[src/rtl/hazard_ctrl.sv]
// Pipeline hazard controller: EX operand forwarding, load-use stall, multi-cycle
// divide stall and taken-branch flush for a five-stage in-order pipeline.
package hazard_ctrl_pkg;

    typedef enum logic [1:0] {
        FORWARD_NONE     = 2'b00,
        FORWARD_FROM_MEM = 2'b01,
        FORWARD_FROM_WB  = 2'b10
    } forwardCtrl_e;

endpackage

module hazard_ctrl
    import hazard_ctrl_pkg::*;
#(
    parameter int DIV_CYCLES = 32
) (
    input  logic         clk,
    input  logic         rst_n,
    input  logic [4:0]   rs1_id,
    input  logic [4:0]   rs2_id,
    input  logic [4:0]   rs1_ex,
    input  logic [4:0]   rs2_ex,
    input  logic [4:0]   rd_ex,
    input  logic         reg_write_ex,
    input  logic         mem_read_ex,
    input  logic         div_ex,
    input  logic         branch_taken_ex,
    input  logic [4:0]   rd_mem,
    input  logic         reg_write_mem,
    input  logic [4:0]   rd_wb,
    input  logic         reg_write_wb,
    output forwardCtrl_e forward_a_sel,
    output forwardCtrl_e forward_b_sel,
    output logic         stall_if,
    output logic         stall_id,
    output logic         stall_ex,
    output logic         flush_id,
    output logic         flush_ex,
    output logic         div_done,
    output logic [31:0]  stall_count
);

    if (DIV_CYCLES < 2 || DIV_CYCLES > 64) begin : g_bad_div_cycles
        $error("hazard_ctrl: DIV_CYCLES must be in 2..64");
    end

    localparam logic [5:0] DIV_LOAD = 6'(DIV_CYCLES - 2);

    typedef enum logic [1:0] {
        IDLE       = 2'b00,
        LOAD_STALL = 2'b01,
        DIV_BUSY   = 2'b10
    } state_e;

    typedef struct packed {
        logic stall_if;
        logic stall_id;
        logic stall_ex;
        logic flush_id;
        logic flush_ex;
        logic div_done;
    } ctrl_t;

    state_e       state;
    state_e       next_state;
    logic [5:0]   div_cnt;
    logic         cnt_load;
    logic         load_use;
    ctrl_t        ctrl;
    forwardCtrl_e fwd_a;
    forwardCtrl_e fwd_b;

    // MEM is the younger producer, so it wins over WB when both match.
    function automatic forwardCtrl_e fwd_sel(input logic [4:0] rs);
        if (reg_write_mem && rd_mem != 5'd0 && rd_mem == rs) return FORWARD_FROM_MEM;
        if (reg_write_wb && rd_wb != 5'd0 && rd_wb == rs)    return FORWARD_FROM_WB;
        return FORWARD_NONE;
    endfunction

    assign fwd_a = fwd_sel(rs1_ex);
    assign fwd_b = fwd_sel(rs2_ex);

    assign load_use = mem_read_ex && reg_write_ex && (rd_ex != 5'd0) &&
                      ((rd_ex == rs1_id) || (rd_ex == rs2_id));

    // Stalls must act in the same cycle the hazard is seen, so controls are
    // decoded from the registered state plus the current inputs.
    always_comb begin
        // NOTE: every variable gets a default first so no path infers a latch.
        ctrl       = '0;
        next_state = state;
        cnt_load   = 1'b0;
        unique case (state)
            IDLE: begin
                if (branch_taken_ex) begin
                    ctrl.flush_id = 1'b1;
                    ctrl.flush_ex = 1'b1;
                end else if (div_ex) begin
                    ctrl.stall_if = 1'b1;
                    ctrl.stall_id = 1'b1;
                    ctrl.stall_ex = 1'b1;
                    cnt_load      = 1'b1;
                    next_state    = DIV_BUSY;
                end else if (load_use) begin
                    ctrl.stall_if = 1'b1;
                    ctrl.stall_id = 1'b1;
                    ctrl.flush_ex = 1'b1;
                    next_state    = LOAD_STALL;
                end
            end
            LOAD_STALL: next_state = IDLE;
            DIV_BUSY: begin
                ctrl.stall_if = 1'b1;
                ctrl.stall_id = 1'b1;
                ctrl.stall_ex = 1'b1;
                if (div_cnt == 6'd0) begin
                    ctrl.div_done = 1'b1;
                    next_state    = IDLE;
                end
            end
            default: next_state = IDLE;
        endcase
    end

    // Reset forces every output quiet immediately, independent of the clock.
    assign {stall_if, stall_id, stall_ex, flush_id, flush_ex, div_done} = rst_n ? ctrl : '0;
    assign forward_a_sel = rst_n ? fwd_a : FORWARD_NONE;
    assign forward_b_sel = rst_n ? fwd_b : FORWARD_NONE;

    always_ff @(posedge clk or negedge rst_n) begin
        if (!rst_n) begin
            state       <= IDLE;
            div_cnt     <= '0;
            stall_count <= '0;
        end else begin
            // NOTE: sequential state uses non-blocking assignments so every flop
            // samples pre-edge values regardless of statement order.
            state <= next_state;
            if (cnt_load) begin
                div_cnt <= DIV_LOAD;
            end else if (state == DIV_BUSY && div_cnt != 6'd0) begin
                div_cnt <= div_cnt - 6'd1;
            end
            if (ctrl.stall_if) begin
                stall_count <= stall_count + 32'd1;
            end
        end
    end

endmodule

[config.mk]
export PLATFORM = sky130hd
export DESIGN_NAME = hazard_ctrl
export DESIGN_NICKNAME = d
export VERILOG_FILES = /design/src/rtl/hazard_ctrl.sv
export SDC_FILE = /design/constraint.sdc
export NUM_CORES = 1
export LEC_CHECK = 0
export BUFFER_PORTS_ARGS = -buffer_cell sky130_fd_sc_hd__buf_2
export CORE_MARGIN = 1.5
export CORE_UTILIZATION = 42
export CTS_CLUSTER_SIZE = 8
export DETAILED_ROUTE_END_ITERATION = 10
export PLACE_DENSITY = 0.69
export SYNTH_ARGS = -nofsm -noshare
export SYNTH_HDL_FRONTEND = slang
export SYNTH_SLANG_ARGS = --single-unit
[constraint.sdc]
create_clock -name clk -period 2.55 [get_ports clk]
set_input_delay 0.51 -clock clk [delete_from_list [all_inputs] [get_ports clk]]
set_output_delay 0.51 -clock clk [all_outputs]
set_load 0.05 [all_outputs]
# == Word-level counts from Yosys, hierarchy flattened ==
# Index checks and enable logic that the tools add are counted.
# W data, S select, Z words.
# word_totals
regBits,40
latchBits,0
ram_bits,0
rom_bits,0
inputBits,43
output_inout_bits,42
wordCells,72
memories,0
# op_classes
n_addsub,2
n_mul,0
div_mod_pow,0
n_lt_le_gt_ge,0
n_eq_ne,10
shift,0
muxes,38
bitwise_logic,0
reduce_logical,19
# ops
operator,n
$mux W2,17
$add A32 B1 Y32 const B,1
$eq A5 B5 Y1,6
$mux W6,3
$mux W1,15
$reduce_bool A5 Y1,3
$logic_and A1 B1 Y1,10
$logic_not A6 Y1,1
$pmux W3 S2,1
$reduce_bool A6 Y1,1
$sub A6 B1 Y6 const B,1
$ne A2 B2 Y1 const B,2
$pmux W2 S2,1
$mux W3,1
$ne A3 B3 Y1 const B,1
$reduce_and A3 Y1,1
$eq A2 B2 Y1 const B,1
$logic_not A2 Y1,1
$reduce_bool A2 Y1,1
$logic_or A1 B1 Y1,1

# == Logic depth before layout (Yosys ltp) ==
# Gate-level depths: netlist of the first run.
# depth
depth_word,8
depth_mapped,7
ltp_nobuf,7

# == Worst setup path before layout of the first run ==
# Ideal clock, no wire load.
# synth_path
kind,input-to-output
startpoint,input port rd_mem[1]
endpoint,output port forward_a_sel[1]
arrival_time_ns,2.861
required_ns,2.040
path_slack_ns,-0.821
stages,4
path_buffers,0
cell_sequence,or4_1 o21ai_0 nor4_1 nor4_1
# synth_via
elab_chain_cells,6
elab_cells_between_ends,7
cone_classes,eq/ne: 1; mux: 3; reduce/logical: 3
# synth_lines
element,line_no,source
"start, declared",29,"input logic [4:0] rd_mem,"
$reduce_bool A5 Y1,76,if (reg_write_mem && rd_mem != 5'd0 && rd_mem == rs) return FORWARD_FROM_MEM;
$logic_and A1 B1 Y1,76,
$logic_and A1 B1 Y1 *,76,
$mux W1 *,76,
$mux W2 *,77,if (reg_write_wb && rd_wb != 5'd0 && rd_wb == rs) return FORWARD_FROM_WB;
$mux W2 *,128,assign forward_a_sel = rst_n ? fwd_a : FORWARD_NONE;
"end, declared",33,"output forwardCtrl_e forward_a_sel,"
# Mark *: on every way between the ends. The rest lies on a longest branch, timed or not.

# == Final worst setup path of the first run ==
# layout_path
startpoint,input port rd_mem[2]
endpoint,output port forward_b_sel[0]
# layout_via
elab_chain_cells,6
elab_cells_between_ends,7
cone_classes,eq/ne: 1; mux: 3; reduce/logical: 3
# layout_lines
element,line_no,source
$reduce_bool A5 Y1,76,
$logic_and A1 B1 Y1,76,
$logic_and A1 B1 Y1 *,76,
$mux W1 *,76,
$mux W2 *,77,
$mux W2 *,129,assign forward_b_sel = rst_n ? fwd_b : FORWARD_NONE;
"end, declared",34,"output forwardCtrl_e forward_b_sel,"
# Marked as above.

==> flow_metrics.tcl, run 1 <==
set metrics [dict create \
    final_util_pct 56.4 \
    dp_hpwl_um 4300 \
    start_util_pct 44.3 \
    r2r_slack_ps 590 \
    cts_made_buffers 5 \
    row_count 27 \
    power_mw 2.33 \
    post-route-worst-setup-slack_ps 89.3 \
    cts_root_buf "clkbuf_8" \
    routed_wl_um 5620 \
    maxSlewHeadroom_pct 62.4 \
    synth_area_sq_um 2470 \
    internal-power_mw 1.31 \
    die_y_um 79.6 \
    area_growth_pct 27.3 \
    num_vias 2036 \
    synthesis.nets 284 \
    first_pass_iters 6 \
    nNetsFinal 376 \
    vdd_drop_max_mv 0.806 \
    pin_count 85 \
    synthArstFlopShare_pct 100 \
    synth_seq_cells 40 \
    grt_setup_unrepaired "no" \
    max_cap_violations 0 \
    clock_sinks 40 \
    cellLeakagePower_nw 1.53 \
    cts_tree "yes" \
    setup_viol 0 \
    grt_pass1_vias 1929 \
    r2r-start "stall_count[0]" \
    grt_remaining_overflow 0 \
    criticalPathCategory "input port to primary output" \
    synth_top_area_share_pct 40.6 \
    synth_ff_type "dfrtp_1" \
    syn_area_per_cell_sq_um 10.4 \
    synth.yosys.seq_area_share_pct 40.6 \
    final_hold_viol_count 0 \
    ant_nets 0 \
    gr-usage-all-layers_pct 18.2 \
    skew_ps 9.55 \
    switching_share_pct 44.0 \
    postSynthCellCount 238 \
    clockBufferDepth 2 \
    path_clk_slew_ps 80 \
    status "complete, no violations" \
    antenna_found_initial 1 \
    synth_cell_types 45 \
    chipWidth_um 79.6 \
    postCtsSetupRepairBufs 0 \
    synth.area.top_cells "dfrtp_1 (41%), xor2_1 (14%), xnor2_1 (9.2%)" \
    io_buffers 84 \
    power_frac_seq_pct 39.0 \
    final.period_utilization_pct 96.5 \
    vias_per_cell 5.05 \
    p_sw_mw 1.03 \
    die_area_sq_um 6340 \
    start_kind "input port" \
    n_antenna_cell 0 \
    fmax_mhz 406 \
    grt_pass1_wl_um 8870 \
    final_layout_size_suffix_gt1_share_pct 36.3 \
    gp_congestion 0.926 \
    core_sq_um 5570 \
    ctsHtreeMaxLevel 2 \
    grt_max_degree 34 \
    reg2reg_depth 6 \
    critPathArrivalTime_ps 1950 \
    end_kind "primary output" \
    min_path_type "input port to asynchronous set/reset pin" \
    place_ws_ps -96.4 \
    ys_warn_count 0 \
    wire_per_inst_um 14.0 \
    drv_slew 0 \
    fin_crit_ps 2460 \
    cts_hold_buffers 0 \
    pwr_density_cell_nw_per_um2 743 \
    clk_latency_ps 300 \
    worst_pin_slew_ps 559 \
    cp_data_required_time_ps 2040 \
    cp_max_fo 2 \
    whs_ps 173 \
    combPwrFrac_pct 41.6 \
    synth_top_area_cell "dfrtp_1" \
    pwr-share-clk_pct 19.4 \
    synth_edf_count 0 \
    drc_errors 0 \
    r2r_end "stall_count[9]" \
    drt_iter0_drc 42 \
]
Yosys cell counts (2+ instances only):
library cell,count
and2_1,6
and3_1,2
and4_1,2
buf_6,2
clkbuf_1,2
dfrtp_1,40
ha_1,3
inv_1,4
nand2_1,20
nand2b_1,2
nand3_1,14
nand4_1,3
nor2_1,13
nor2b_1,3
nor3_1,11
nor3b_1,4
nor3b_2,2
nor4_1,5
nor4_2,3
nor4b_1,3
o21ai_0,2
or3_1,2
or4_1,4
xnor2_1,26
xor2_1,40
metrics by stage:
step                instances  area [sq um]  setup TNS [ps]
finish                    403          3140               0
global route              403          3140               0
CTS                       403          3130               0
detailed placement        395          3030            -189
global placement          395          3030               0
floorplan                 238          2500               0
power by group through the flow:
stage	combinational, mW	clock (mW)	sequential [mW]
2_1_floorplan	0.490	0	1.16
3_3_place_gp	0.955	0	0.918
3_5_place_dp	0.974	0	0.921
4_1_cts	0.978	0.465	0.912
5_1_grt	1.05	0.493	0.932
6_report	0.971	0.453	0.911
placed cells by master, fill, tap and decap left out, types with 2 or more instances in the layout:
| master | count |
|---|---|
| buf_2 | 82 |
| xor2_1 | 40 |
| dfrtp_1 | 40 |
| xnor2_1 | 26 |
| nand2_1 | 20 |
| nand3_1 | 14 |
| nor2_1 | 13 |
| nor3_1 | 11 |
| buf_4 | 8 |
| and2_1 | 6 |
| clkbuf_8 | 6 |
| inv_1 | 4 |
| or4_1 | 4 |
| nor4_2 | 4 |
| nor3b_1 | 4 |
| nand4_1 | 3 |
| nor4b_1 | 3 |
| ha_1 | 3 |
| nor4_1 | 2 |
| nand2b_1 | 2 |
| or3_1 | 2 |
| nor2b_1 | 2 |
| nor4_4 | 2 |
| and4_1 | 2 |
| nor3b_2 | 2 |
| and3_1 | 2 |
| clkinvlp_4 | 2 |
timing repair:
item	CTS	global route
cloned	0	0
endpoints found under the setup margin	2	3
gates resized for setup	3	3
registers in the layout, indices dropped and copies added, names as in the netlist:
name	flops
state	2
div_cnt	6
stall_count	32
worst max-delay path by stage:
stage / startpoint / endpoint / slack, ps / depth (start not counted)
2_1_floorplan: rd_mem[1] / forward_a_sel[1] / 40 / 4
3_3_place_gp: rd_mem[1] / forward_b_sel[1] / 3 / 6
3_5_place_dp: rd_mem[1] / forward_a_sel[1] / -100 / 6
4_1_cts: rd_mem[1] / forward_a_sel[1] / 50 / 6
5_1_grt: rd_mem[1] / forward_b_sel[1] / 10 / 6
6_report: rd_mem[2] / forward_b_sel[0] / 90 / 7
logic make-up (layout without fill, tap and decap cells):
group                      Yosys count  after routing  share of synthesized area, %
and+or+nand+nor                    107            107                          26.9
xor gates and xnor gates            66             66                          23.4
DFF                                 40             40                          40.6
AOI/OAI and AO/OA                   11             11                          4.77
buffers and inverters               10            103                          2.33
adders and majority gates            3              3                          1.52
muxes                                1              1                         0.456
cell type report:
type | count | area (sq um)
multi-input combinational | 188 | 1460
sequential | 40 | 1000
inverter | 4 | 15.0
fill | 512 | 2430
clock buffer | 6 | 82.6
clock inverter | 2 | 15.0
timing repair buffer | 91 | 482
tap | 72 | 90.1
worst max-delay path: stages:
cell and delay (ps):
buf_2 100, buf_4 130, xnor2_1 140, nand3_1 90
nor4_1 520, and2_1 200, buf_2 250
per-layer routing:
layer / GRT usage [%] / part of all wire, % / vias up
li1: - / - / 1003
met1: 23.1 / 46 / 962
met2: 29.7 / 47 / 55
met3: 5.03 / 5.9 / 14
met4: 6.32 / 1.8 / 2
met5: 0 / 0.18 / -
No activity file was read; power rests on OpenSTA's default activity.
==> inputs of run 2 (changes only) <==
==> constraint.sdc (replaced) <==
create_clock -name clk -period 2.55 [get_ports clk]
set_input_delay 0.3825 -clock clk [delete_from_list [all_inputs] [get_ports clk]]
set_output_delay 0.3825 -clock clk [all_outputs]
set_load 0.05 [all_outputs]
==> run 2 against run 1 <==
Net effect:
- clock-buffer cell count up 1
- sequential power about the same
- cell count down 0.74%
- register-to-register slack worse by 40 ps
- clock power down 3%
- maximum frequency up 5.4%
- utilization down 1.2 points
==> flow_metrics.tcl, run 2 (same netlist as run 1, synthesis figures left out) <==
set metrics [dict create \
    skew_ps 2.87 \
    r2r_end "stall_count[9]" \
    gp_congestion 0.915 \
    io_buffers 84 \
    final_util_pct 55.2 \
    first_pass_iters 4 \
    max_cap_violations 0 \
    cts_made_buffers 5 \
    vdd_drop_max_mv 0.671 \
    setup-tns-final_ps 0 \
    start_util_pct 44.3 \
    final_common_cell "buf_2" \
    chipWidth_um 79.6 \
    worstSetupStartpoint "rd_mem[1]" \
    critPathMaxStageDelay_ps 530 \
    antenna_found_initial 0 \
    num_vias 2017 \
    drv_slew 0 \
    core_sq_um 5570 \
    critPathArrivalTime_ps 1950 \
    cts_hold_buffers 0 \
    path_clk_slew_ps 80 \
    postCtsSetupRepairBufs 0 \
    top_register "stall_count" \
    clockBufferDepth 2 \
    worst_pin_slew_ps 523 \
    cp_max_fo 3 \
    post_cts_resize_count 0 \
    vias_per_cell 5.04 \
    ctsHtreeMaxLevel 2 \
    grt_max_degree 25 \
    layout_common_cells "buf_2 (84), xor2_1 (40), dfrtp_1 (40)" \
    drc_errors 0 \
    maxSlewHeadroom_pct 65.1 \
    cts_root_buf "clkbuf_8" \
    drt_iter0_drc 57 \
    wire_per_inst_um 13.3 \
    worstPathCellList "buf_2 > or4_1 > o21ai_0 > nor4_1 > nor4_2 > buf_2" \
    grt_pass1_wl_um 9030 \
    critical_path.slowest_cell "or4_1" \
    cp_data_required_time_ps 2170 \
    min_path_type "input port to asynchronous set/reset pin" \
    routed_wl_um 5320 \
    die_y_um 79.6 \
    largest_registers "stall_count: 32 flops, div_cnt: 6 flops, state: 2 flops" \
    row_count 27 \
    gr-usage-all-layers_pct 17.9 \
    r2r-start "stall_count[0]" \
    instances_no_fill 400 \
    n_antenna_cell 0 \
    clock_sinks 40 \
    cp_common_cell "buf_2" \
    area_growth_pct 24.6 \
    grt_setup_unrepaired "no" \
    cellLeakagePower_nw 1.51 \
    fmax_mhz 428 \
    pwr_density_cell_nw_per_um2 751 \
    grt_pass1_vias 2009 \
    placed_cells 392 \
    final.period_utilization_pct 91.5 \
    final_layout_size_suffix_gt1_share_pct 34.8 \
    final_hold_viol_count 0 \
    setup_viol 0 \
    nNetsFinal 373 \
    start_kind "input port" \
    dp_hpwl_um 4120 \
    die_area_sq_um 6340 \
    pin_count 85 \
    largest_register_ffs 32 \
    ant_nets 0 \
    r2r_slack_ps 550 \
    status "complete, no violations" \
    clk_latency_ps 290 \
    reg2reg_depth 6 \
    fin_crit_ps 2330 \
    criticalPathCategory "input port to primary output" \
    grt_remaining_overflow 0 \
    end_kind "primary output" \
    cts_tree "yes" \
]
## run 2: worst max path at each step
| stage | end |
|---|---|
| floorplan | forward_a_sel[1] |
| global placement | forward_a_sel[1] |
| detailed placement | forward_b_sel[1] |
| CTS | forward_b_sel[1] |
| global route | forward_a_sel[1] |
| finish | forward_b_sel[1] |
## run 2: area by class of cell
| class | instances | area, sq um |
|---|---|---|
| Clock buffer | 7 | 86.3 |
| Clock inverter | 1 | 7.51 |
| Fill cell | 519 | 2500 |
| Inverter | 4 | 15.0 |
| Multi-Input combinational cell | 188 | 1420 |
| Sequential cell | 40 | 1000 |
| Tap cell | 72 | 90.1 |
| Timing Repair Buffer | 88 | 450 |
## run 2: layer usage
| metal | up-vias | GRT usage [%] | share of wire [%] |
|---|---|---|---|
| met5 | - | 0 | 0 |
| met4 | 0 | 4.21 | 0.45 |
| met3 | 4 | 4.57 | 6.1 |
| met2 | 59 | 30.3 | 50 |
| met1 | 958 | 22.9 | 44 |
| li1 | 996 | - | - |
## run 2: report_power, final
part           internal (mW)  switching, mW  total [mW]
clock network          0.220          0.218       0.438
logic                  0.315          0.641       0.956
registers              0.769          0.144       0.914
## run 2: stage by stage
step                total power [mW]  cell area, sq um  worst slack (ps)  hold WS, ps
floorplan                       1.64              2480              3.61         86.9
global placement                1.86              2980               264          453
detailed placement              1.88              2980               221          454
CTS                             2.34              3070               218          135
global route                    2.46              3070              71.4          151
finish                          2.31              3070               216          136
## run 2: critical path, delay by kind of cell
kind                   cells  cell delay, ps
AO/OA/AOI/OAI              1             240
AND/OR/NAND/NOR            3             910
buffers and inverters      2             420
==> inputs of run 3 (changes only) <==
--- a/config.mk
+++ b/config.mk
@@ -6,11 +6,13 @@
 export NUM_CORES = 1
 export LEC_CHECK = 0
 export BUFFER_PORTS_ARGS = -buffer_cell sky130_fd_sc_hd__buf_2
-export CORE_MARGIN = 1.5
+export CORE_MARGIN = 2
 export CORE_UTILIZATION = 42
 export CTS_CLUSTER_SIZE = 8
 export DETAILED_ROUTE_END_ITERATION = 10
 export PLACE_DENSITY = 0.69
+export SETUP_SLACK_MARGIN = 0.15
+export SKIP_LAST_GASP = 1
 export SYNTH_ARGS = -nofsm -noshare
 export SYNTH_HDL_FRONTEND = slang
 export SYNTH_SLANG_ARGS = --single-unit
==> run 3 against run 2 <==
Net effect:
- via count is 1.1% higher
- utilization grew 0.63 points
- sequential share of layout area shrank 0.37 points
- clock-buffer cell count decreased by 2
- combinational power rose by 0.4%
- clock skew is 2.5 ps higher
- maximum frequency is 0.60% higher
- critical path type unchanged
- critical endpoint is now forward_a_sel[1]
- largest cell class unchanged
- highest routed layer unchanged
==> flow_metrics.tcl, run 3 (same netlist as run 1, synthesis figures left out) <==
set metrics [dict create \
    grt_pass1_vias 2033 \
    criticalPathCategory "input port to primary output" \
    gr-usage-all-layers_pct 18.0 \
    dp_hpwl_um 4270 \
    drc_errors 0 \
    largest_register_ffs 32 \
    grt_pass1_wl_um 9050 \
    setup_viol 0 \
    pin_count 85 \
    area_growth_pct 26.0 \
    worst_pin_slew_ps 579 \
    pwr_density_cell_nw_per_um2 772 \
    ctsHtreeMaxLevel 2 \
    clock_sinks 40 \
    wire_per_inst_um 13.6 \
    skew_ps 5.37 \
    setup-tns-final_ps 0 \
    fmax_mhz 431 \
    cts_root_buf "clkbuf_8" \
    cp_max_fo 3 \
    cts_made_buffers 5 \
    row_count 27 \
    post_dp_cell_area_sq_um 2990 \
    finalInstanceArea_sq_um 3110 \
    status "complete, no violations" \
    vdd_drop_max_mv 0.756 \
    critPathArrivalTime_ps 1940 \
    vias_per_cell 5.10 \
    max_cap_violations 0 \
    combPwrFrac_pct 40.0 \
    top_register "stall_count" \
    fin_crit_ps 2320 \
    die_area_sq_um 6500 \
    min_path_type "input port to asynchronous set/reset pin" \
    grt_setup_unrepaired "no" \
    switching_share_pct 42.6 \
    cellLeakagePower_nw 1.52 \
    path_clk_slew_ps 80 \
    core_sq_um 5570 \
    drv_slew 0 \
    largest_registers "stall_count: 32 flops, div_cnt: 6 flops, state: 2 flops" \
    fillers 497 \
    start_kind "input port" \
    final_hold_viol_count 0 \
    p_sw_mw 1.02 \
    maxSlewHeadroom_pct 61.0 \
    final_layout_size_suffix_gt1_share_pct 35.1 \
    cp_data_required_time_ps 2170 \
    internal-power_mw 1.38 \
    placed_cells 392 \
    chipWidth_um 80.6 \
    num_vias 2039 \
    start_util_pct 44.3 \
    antenna_found_initial 0 \
    final_common_cell "buf_2" \
    r2r-start "stall_count[3]" \
    reg2reg_depth 6 \
    io_buffers 84 \
    whs_ps 10.7 \
    pwr-share-clk_pct 22.1 \
    grt_remaining_overflow 0 \
    final.period_utilization_pct 91.0 \
    clk_latency_ps 300 \
    clockBufferDepth 2 \
    ant_nets 0 \
    drt_iter0_drc 58 \
    r2r_end "stall_count[9]" \
    end_kind "primary output" \
    n_antenna_cell 0 \
    r2r_slack_ps 590 \
    layout_common_cells "buf_2 (82), xor2_1 (40), dfrtp_1 (40)" \
    nNetsFinal 373 \
    die_y_um 80.6 \
    power_frac_seq_pct 38.0 \
    gp_congestion 0.915 \
    first_pass_iters 4 \
    grt_max_degree 39 \
    routed_wl_um 5420 \
    cts_tree "yes" \
    final_util_pct 55.8 \
    cts_hold_buffers 0 \
    instances_no_fill 400 \
]
-- run 3: changes by cell type in the layout (fill, tap and decap cells not counted) --
cell and delta:
nor4_2 -1, clkbuf_1 -1, buf_4 +1, buf_2 -2, clkbuf_8 -1, inv_6 +1
nor4_4 +1, clkbuf_4 +1, bufinv_16 +1
-- run 3: per-layer routing --
layer  vias to the layer above  wire (um)  share of wire, %  track usage [%]
met5                         -          0                 0                0
met4                         0         93               1.7             7.80
met3                         7        366               6.7             4.61
met2                        57       2640                49             30.7
met1                       982       2320                43             21.3
li1                        993          -                 -                -
-- run 3: critical path, stage by stage --
cell and delay [ps]:
buf_2 120, or4_1 510, o21ai_0 230, nor4_1 120
nor4_2 290, clkbuf_4 280
-- run 3: worst max-delay path by stage --
stage / start / to / slack, ps / depth (start not counted)
after floorplan: rd_mem[1] / forward_a_sel[1] / 4 / 4
after global placement: rd_mem[1] / forward_a_sel[1] / 240 / 6
after detailed placement: rd_mem[1] / forward_a_sel[1] / 230 / 6
after CTS: rd_mem[1] / forward_a_sel[1] / 220 / 6
after global routing: rd_mem[1] / forward_a_sel[1] / 150 / 6
final: rd_mem[1] / forward_a_sel[1] / 230 / 6
-- run 3: what timing repair did --
action | in CTS | in global routing
gates resized for setup | 0 | 3
endpoints found under the setup margin | 0 | 2
buffers inserted | 0 | 0
-- run 3: power groups by stage --
stage	clock [mW]	combinational (mW)	sequential, mW
6_report	0.530	0.960	0.911
5_1_grt	0.566	1.04	0.929
4_1_cts	0.542	0.972	0.910
3_5_place_dp	0	0.968	0.920
3_3_place_gp	0	0.950	0.917
2_1_floorplan	0	0.485	1.16
-- run 3: cell type report --
class / count / area [sq um] / share of cell area (%)
clock buffers: 5 / 68.8 / 2.21
flip-flops and latches: 40 / 1000 / 32.2
multi-input cells: 188 / 1430 / 46.1
clock inverters: 3 / 46.3 / 1.49
inverters: 4 / 15.0 / 0.483
repair buffers: 88 / 455 / 14.6
well taps: 72 / 90.1 / 2.90
-- run 3: per-stage QoR --
| step | setup slack [ps] | power (mW) |
|---|---|---|
| after floorplan | 3.61 | 1.64 |
| after global placement | 243 | 1.87 |
| after detailed placement | 228 | 1.89 |
| after CTS | 219 | 2.42 |
| after global routing | 150 | 2.53 |
| final | 230 | 2.40 |
